<file path="src/rtl/pwm_gen.sv">
// PWM gate-drive generator with shadowed period/duty config applied at period boundaries.
// Optional dead-time insertion on rising edges is enabled by defining PWM_DEADTIME_EN.
module pwm_gen #(
  parameter int CNT_W       = 16,
  parameter int INIT_PERIOD = 100,
  parameter int INIT_DUTY   = 50,
  parameter int DEAD_CYCLES = 2
) (
  input  logic             emu_clk,
  input  logic             emu_rst,
  input  logic             enable,
  input  logic             cfg_valid,
  output logic             cfg_ready,
  input  logic [CNT_W-1:0] cfg_period,
  input  logic [CNT_W-1:0] cfg_duty,
  output logic             ctrl,
  output logic             ctrl_n,
  output logic             period_start,
  output logic             cfg_applied
);

  typedef enum logic [0:0] {
    IDLE = 1'b0,
    RUN  = 1'b1
  } state_t;

  // A period below two cycles cannot produce both phases, so it is raised to two.
  function automatic logic [CNT_W-1:0] clamp_period(input logic [CNT_W-1:0] p);
    if (p < CNT_W'(2)) begin
      return CNT_W'(2);
    end else begin
      return p;
    end
  endfunction

  localparam logic [CNT_W-1:0] INIT_P = (INIT_PERIOD < 2) ? CNT_W'(2) : CNT_W'(INIT_PERIOD);
  localparam logic [CNT_W-1:0] INIT_D = CNT_W'(INIT_DUTY);

  if (DEAD_CYCLES < 0) begin : g_dead_chk
    $error("pwm_gen: DEAD_CYCLES must be non-negative");
  end

  state_t           state, state_next;
  logic [CNT_W-1:0] cnt, cnt_next;
  logic [CNT_W-1:0] period_r, period_next;
  logic [CNT_W-1:0] duty_r, duty_next;
  logic [CNT_W-1:0] shadow_period, shadow_period_next;
  logic [CNT_W-1:0] shadow_duty, shadow_duty_next;
  logic             pending, pending_next;
  logic             accept, wrap, apply;
  logic             raw_next, ctrl_next, ctrl_n_next;

  // Next-state, counter and config shadow/apply logic.
  always_comb begin
    state_next         = state;
    cnt_next           = cnt;
    period_next        = period_r;
    duty_next          = duty_r;
    shadow_period_next = shadow_period;
    shadow_duty_next   = shadow_duty;
    pending_next       = pending;
    accept             = cfg_valid && !pending;
    wrap               = (state == RUN) && (cnt == period_r - CNT_W'(1));
    apply              = pending && (wrap || (state == IDLE));

    case (state)
      IDLE:    state_next = enable ? RUN : IDLE;
      RUN:     state_next = enable ? RUN : IDLE;
      default: state_next = IDLE;
    endcase

    // Apply drains the old shadow before an accept in the same cycle refills it.
    if (apply) begin
      period_next  = shadow_period;
      duty_next    = shadow_duty;
      pending_next = 1'b0;
    end else begin
      period_next  = period_r;
      duty_next    = duty_r;
    end

    if (accept) begin
      shadow_period_next = clamp_period(cfg_period);
      shadow_duty_next   = cfg_duty;
      pending_next       = 1'b1;
    end else begin
      shadow_period_next = shadow_period;
      shadow_duty_next   = shadow_duty;
    end

    if ((state_next == IDLE) || (state == IDLE) || wrap) begin
      cnt_next = '0;
    end else begin
      cnt_next = cnt + CNT_W'(1);
    end

    raw_next = (state_next == RUN) && (cnt_next < duty_next);
  end

`ifdef PWM_DEADTIME_EN
  logic [CNT_W-1:0] hi_len, lo_len, hi_next, lo_next;

  // Run lengths of the raw high/low phases gate each rising edge by DEAD_CYCLES.
  always_comb begin
    hi_next = '0;
    lo_next = '0;
    if (state_next == RUN) begin
      if (raw_next) begin
        hi_next = (hi_len == '1) ? hi_len : hi_len + CNT_W'(1);
        lo_next = '0;
      end else begin
        hi_next = '0;
        lo_next = (lo_len == '1) ? lo_len : lo_len + CNT_W'(1);
      end
    end else begin
      hi_next = '0;
      lo_next = '0;
    end
    ctrl_next   = raw_next && (hi_next > CNT_W'(DEAD_CYCLES));
    ctrl_n_next = (state_next == RUN) && !raw_next && (lo_next > CNT_W'(DEAD_CYCLES));
  end

  // Dead-time run-length registers.
  always_ff @(posedge emu_clk or posedge emu_rst) begin
    if (emu_rst) begin
      hi_len <= '0;
      lo_len <= '0;
    end else begin
      hi_len <= hi_next;
      lo_len <= lo_next;
    end
  end
`else
  // Without dead-time the drives are the raw waveform and its complement.
  always_comb begin
    ctrl_next   = raw_next;
    ctrl_n_next = (state_next == RUN) && !raw_next;
  end
`endif

  // Core state, active config and shadow registers.
  always_ff @(posedge emu_clk or posedge emu_rst) begin
    if (emu_rst) begin
      state         <= IDLE;
      cnt           <= '0;
      period_r      <= INIT_P;
      duty_r        <= INIT_D;
      shadow_period <= INIT_P;
      shadow_duty   <= INIT_D;
      pending       <= 1'b0;
    end else begin
      state         <= state_next;
      cnt           <= cnt_next;
      period_r      <= period_next;
      duty_r        <= duty_next;
      shadow_period <= shadow_period_next;
      shadow_duty   <= shadow_duty_next;
      pending       <= pending_next;
    end
  end

  // Outputs are registered from next-state values so they line up with cnt.
  always_ff @(posedge emu_clk or posedge emu_rst) begin
    if (emu_rst) begin
      ctrl         <= 1'b0;
      ctrl_n       <= 1'b0;
      period_start <= 1'b0;
      cfg_applied  <= 1'b0;
      cfg_ready    <= 1'b1;
    end else begin
      ctrl         <= ctrl_next;
      ctrl_n       <= ctrl_n_next;
      period_start <= (state_next == RUN) && (cnt_next == '0);
      cfg_applied  <= apply;
      cfg_ready    <= !pending_next;
    end
  end

endmodule

</file>
<file path="config.mk">
export PLATFORM = sky130hd
export DESIGN_NAME = pwm_gen
export DESIGN_NICKNAME = d
export VERILOG_FILES = /design/src/rtl/pwm_gen.sv
export SDC_FILE = /design/constraint.sdc
export NUM_CORES = 1
export LEC_CHECK = 0
export CORE_UTILIZATION = 60
export DETAILED_ROUTE_END_ITERATION = 10
export GPL_TIMING_DRIVEN = 0
export PLACE_DENSITY = 0.82
export RECOVER_POWER = 50
export SLEW_MARGIN = 0
export SYNTH_ARGS = -nofsm -noshare
export SYNTH_HDL_FRONTEND = slang
export SYNTH_SLANG_ARGS = --single-unit
</file>
<file path="constraint.sdc">
create_clock -name emu_clk -period 12.9 [get_ports emu_clk]
set_clock_uncertainty 0.05 [all_clocks]
set_input_delay 3.87 -clock emu_clk [delete_from_list [all_inputs] [get_ports emu_clk]]
set_output_delay 3.87 -clock emu_clk [all_outputs]
set_load 0.005 [all_outputs]
</file>
* Word level (Yosys, flattened, before mapping)
Index checks and enable logic that the tools add are counted.
Word-level totals: flip-flop bits (word level) 87, input port bits 36
Cells by class: $add $sub $neg 2, order comparisons 2, equality and inequality tests 1, multiplexer cells 6, bitwise gates (word level) 2, reduce and logical (&&, ||, !) cells 13
Operator list (count):
- $mux 16 | 3
- $add 16x1->16 const B | 1
- $eq 16x16->1 | 1
- $logic_not 16->1 | 1
- $lt 16x16->1 | 1
- $lt 16x2->1 const B | 1
- $sub 16x1->16 const B | 1
- $logic_and 1x1->1 | 6
- $logic_not 1->1 | 3
- $logic_or 1x1->1 | 3
- $mux 1 | 3
- $not 1->1 | 2

* Longest topological paths before layout
depth in word-level cells 10, depth in mapped cells 18, gate-level depth less buffers 16

* Worst setup path after synthesis
No wires, ideal clock.
kind input-to-reg, start point input port enable, end point register ctrl, arrival time 5.713 ns, required time 12.783 ns, path slack 7.071 ns, cell stages on the path 10, path through nand2_1 clkbuf_1 nor2_1 ha_1 a21o_1 a21o_1 a21oi_1 o21ai_0 a221oi_1 o311a_1
Between the ends: cells in the longest elaborated chain, start to end 7
RTL lines:
- start: declaration | RTL line 11 | input logic enable,
- $mux 1 | RTL line 67, 68
- $not 1->1 | RTL line 91 | if ((state_next == IDLE) || (state == IDLE) || wrap) begin
- $logic_or 1x1->1 (2 in series) | RTL line 91
- $mux 16 | RTL line 91
- named net cnt_next[5] | RTL line 44 | logic [CNT_W-1:0] cnt, cnt_next;
- $lt 16x16->1 | RTL line 97 | raw_next = (state_next == RUN) && (cnt_next < duty_next);
- $logic_and 1x1->1 | RTL line 97
- named net ctrl_next | RTL line 51 | logic raw_next, ctrl_next, ctrl_n_next;
- end signal: assignment | RTL line 171 | ctrl <= ctrl_next;
- end: declaration | RTL line 16 | output logic ctrl,
The timed path passes the listed nets, and every way through them passes these cells. A chain may end at the register's enable or synchronous reset.

==> results by group <==
Outcome
  • Status: finished, violations left
  • Failing checks: capacitance limit, slew limit

Detailed routing
  • DRT Wirelength: around 10000 um
  • Routed len/inst: 17.8 um
  • Drt via density: ~6
  • Total vias in the final route: between 3k and 4k
  • Remaining DRCs: 0
  • Detail Route Antenna Nets: 0
  • First drt pass iteration count: 5
  • DRT iter0 DRCs: slightly above 200

Clock tree
  • TritonCTS buffer count: 9
  • Clk slew on worst S/H paths: ~0.080 ns
  • Clock Path Buffers: 2
  • H-Tree Depth: 3
  • Clk_lat worst skew: about 0.36 ns
  • CTS root buffer: clkbuf_8
  • # hold bufs at CTS: 0
  • Post-CTS Resized: 0
  • Clock Sinks: 87
  • Number of setup buffers added after CTS: 0
  • CTS tree: built

Logic synthesis
  • Sequential area share after synthesis: a little under half
  • Post-synth top flop: dfrtp_1
  • Synth warn: 0
  • Cells after Synth: around 430
  • Cell area after synthesis: about 0.0048 sq mm
  • Syn Nets: between 400 and 500
  • Syn avg cell area: approximately 11 sq um
  • EDFF count, synth: 0
  • Asr flop ratio synth: 100%
  • Cell with the most instances after synthesis: dfrtp_1
  • Yosys top cell by area: dfrtp_1
  • Synth top area share: between 30% and 40%
  • Area contributors post-synth: dfrtp_1, mux2_2, dfstp_2, ha_1, mux2i_1
  • Yosys reg bits: slightly below 90
  • Commonest cells post-synth: dfrtp_1, mux2_2, nor2_1
  • Post-synth cell types: a little under 60

Floorplan
  • Rows: 32
  • Initial Utilization: 62.2%
  • Die Area: 0.00837 sq mm
  • Die Height: between 90 and 100 um
  • Die width: between 90 and 100 um
  • Core Area: between 0.007 and 0.008 sq mm
  • Io pins: 41

Power
  • Max VDD drop: between 0.1 and 0.15 mV
  • Logic pwr share: 30.7%
  • Switching share of power: between 30% and 40%
  • Int Pwr: approximately 0.00058 W
  • Clk pwr share: a little over a fifth
  • Switching pwr: 0.000284 W
  • Pleak: ~2.3 nW
  • Seq pwr share: a little under half
  • Power Dens Cells: ~160 mW/mm^2

Cells and area
  • Multi-input gate area: about 0.0024 sq mm
  • Antenna diodes: 0
  • Synth-to-layout area growth: 14.1%
  • Share of cells above drive strength 1: between 20% and 30%
  • Reg area: between 0.002 and 0.0025 sq mm
  • Layout Nets: approximately 530
  • Fillers: 557

Critical path
  • Crit path max fanout: between 70 and 80
  • Crit path cell chain: dlygate4sd3_1, clkinvlp_2, clkbuf_1
  • Largest stage delay on the critical path: 2.67 ns
  • Slowest-stage cell, CP: clkbuf_1
  • WP data arrival: 7.61 ns
  • Worst Setup Start Kind: input pin
  • CP required: 12.46 ns
  • Kind of critical path: in2async
  • CP Capture Type: asynchronous set/reset pin

Timing
  • Final Hold Fails: 0
  • Worst rel slew slack: -149%
  • Unrepaired setup endpoints after global routing: false
  • Highest Clock Rate: approximately 120 MHz
  • Worst slew pin tran: 3.74 ns
  • Final setup viols: 0
  • Setup ws final: between 4 and 5 ns
  • Fin crit share: about 62%
  • Max Slew Vio Count: 72
  • Post-layout min period: 8.04 ns
  • Final TNS setup: 0 ns

Global routing
  • Grt ovf: 0
  • Antenna violations before repair: 0
  • Vias in the first global route: 3569
  • Largest net degree at the start of global routing: 72
  • First-pass GRT wire length: approximately 17000 um
  • Total Routing Usage GR: about 27%

Placed design
  • Hpwl dp: 7760 um
  • Port buffer count: 40
  • DP Worst Slack: between 5 and 6 ns
  • Routability cong.: approximately 0.9

Flow run
  • MaxCap Viol Count: 1

Worst hold path
  • Hold Crit Class: reg2reg
[cell usage in the layout (no fill, tap or decap), types with 3 or more instances in the layout]
cell,netlist,final
nor2_1,30,30
nor3_1,7,7
mux2i_1,20,20
mux2_1,0,3
or3_1,4,4
clkdlybuf4s50_1,0,38
dfrtp_1,74,74
o21ai_0,7,7
nor3b_1,3,3
nand4_1,5,5
inv_1,10,9
or4_1,5,5
nand2_1,15,15
xnor2_1,18,18
nor2b_1,3,3
nand3_1,13,13
nor4b_1,4,4
a31oi_1,3,3
o211ai_1,4,4
dfstp_2,13,13
mux2_2,58,58
clkbuf_1,18,25
a21oi_1,10,10
ha_1,17,17
clkbuf_8,0,9
xor2_1,12,12
and3_1,5,5
nand2b_1,6,7
nor4_1,10,10
a21o_1,6,6
[registers in the layout, indices dropped and copies added, names as in the netlist, 16 cells and up]
signal         flops
period_r          16
cnt               16
shadow_duty       16
duty_r            16
shadow_period     16
[metrics by stage]
stage	utilization (%)	total power [W]	cells	area [sq um]	hold slack (ns)
global placement	69.0	0.000659	568	5340	0.437
finish	71.0	0.000861	585	5480	0.461
floorplan	-	0.000602	426	4810	0.427
CTS	71.9	0.000867	585	5550	0.463
global route	71.0	0.000908	585	5480	0.475
detailed placement	69.4	0.000681	569	5370	0.443
[power by group through the flow]
stage          Sequential [W]  Clock, W  Combinational [W]
3_5_place_dp         0.000413         0           0.000268
5_1_grt              0.000417  0.000198           0.000292
4_1_cts              0.000407  0.000189           0.000271
3_3_place_gp         0.000407         0           0.000253
2_1_floorplan        0.000391         0           0.000210
6_report             0.000409  0.000187           0.000265
[layout make-up]
| class | instances | share of cell area, % |
|---|---|---|
| Buffer | 26 | 2.03 |
| Timing Repair Buffer | 41 | 7.37 |
| Sequential cell | 87 | 40.0 |
| Inverter | 10 | 0.707 |
| Clock buffer | 11 | 2.40 |
| Clock inverter | 5 | 1.03 |
| Tap cell | 102 | 2.33 |
| Multi-Input combinational cell | 303 | 44.1 |
[cell families after synthesis]
family,synth area share [%]
buf+inv,3.46
mux,18.7
simple gates,14.3
fa+ha+maj,4.42
xor+xnor,5.47
compound gates,8.04
flops,45.6
[worst paths after layout]
kind | from | to | slack, ns | depth (start not counted)
min in group asynchronous | emu_rst | shadow_period[0] | 3.99 | 2
max in group emu_clk | enable | ctrl | 6.08 | 11
setup reg to reg | period_r[1] | ctrl | 7.11 | 17
hold / removal | duty_r[3] | duty_r[3] | 0.46 | 1
hold reg to reg | duty_r[3] | duty_r[3] | 0.46 | 1
setup / recovery | emu_rst | cnt[10] | 4.86 | 3
[per-layer routing]
layer	track usage [%]	share of wire, %	up-vias	wire (um)
met1	36.2	45	1765	4740
met3	3.27	5.5	18	578
met2	44.2	47	113	4920
li1	-	-	1654	-
met5	0	0	-	0
met4	11.0	1.9	0	194
[worst max-delay path, delay by kind of cell]
kind	cells	cell delay, ns
buffers and inverters	3	3.68
Note: power is estimated with default switching activity, not from simulation.
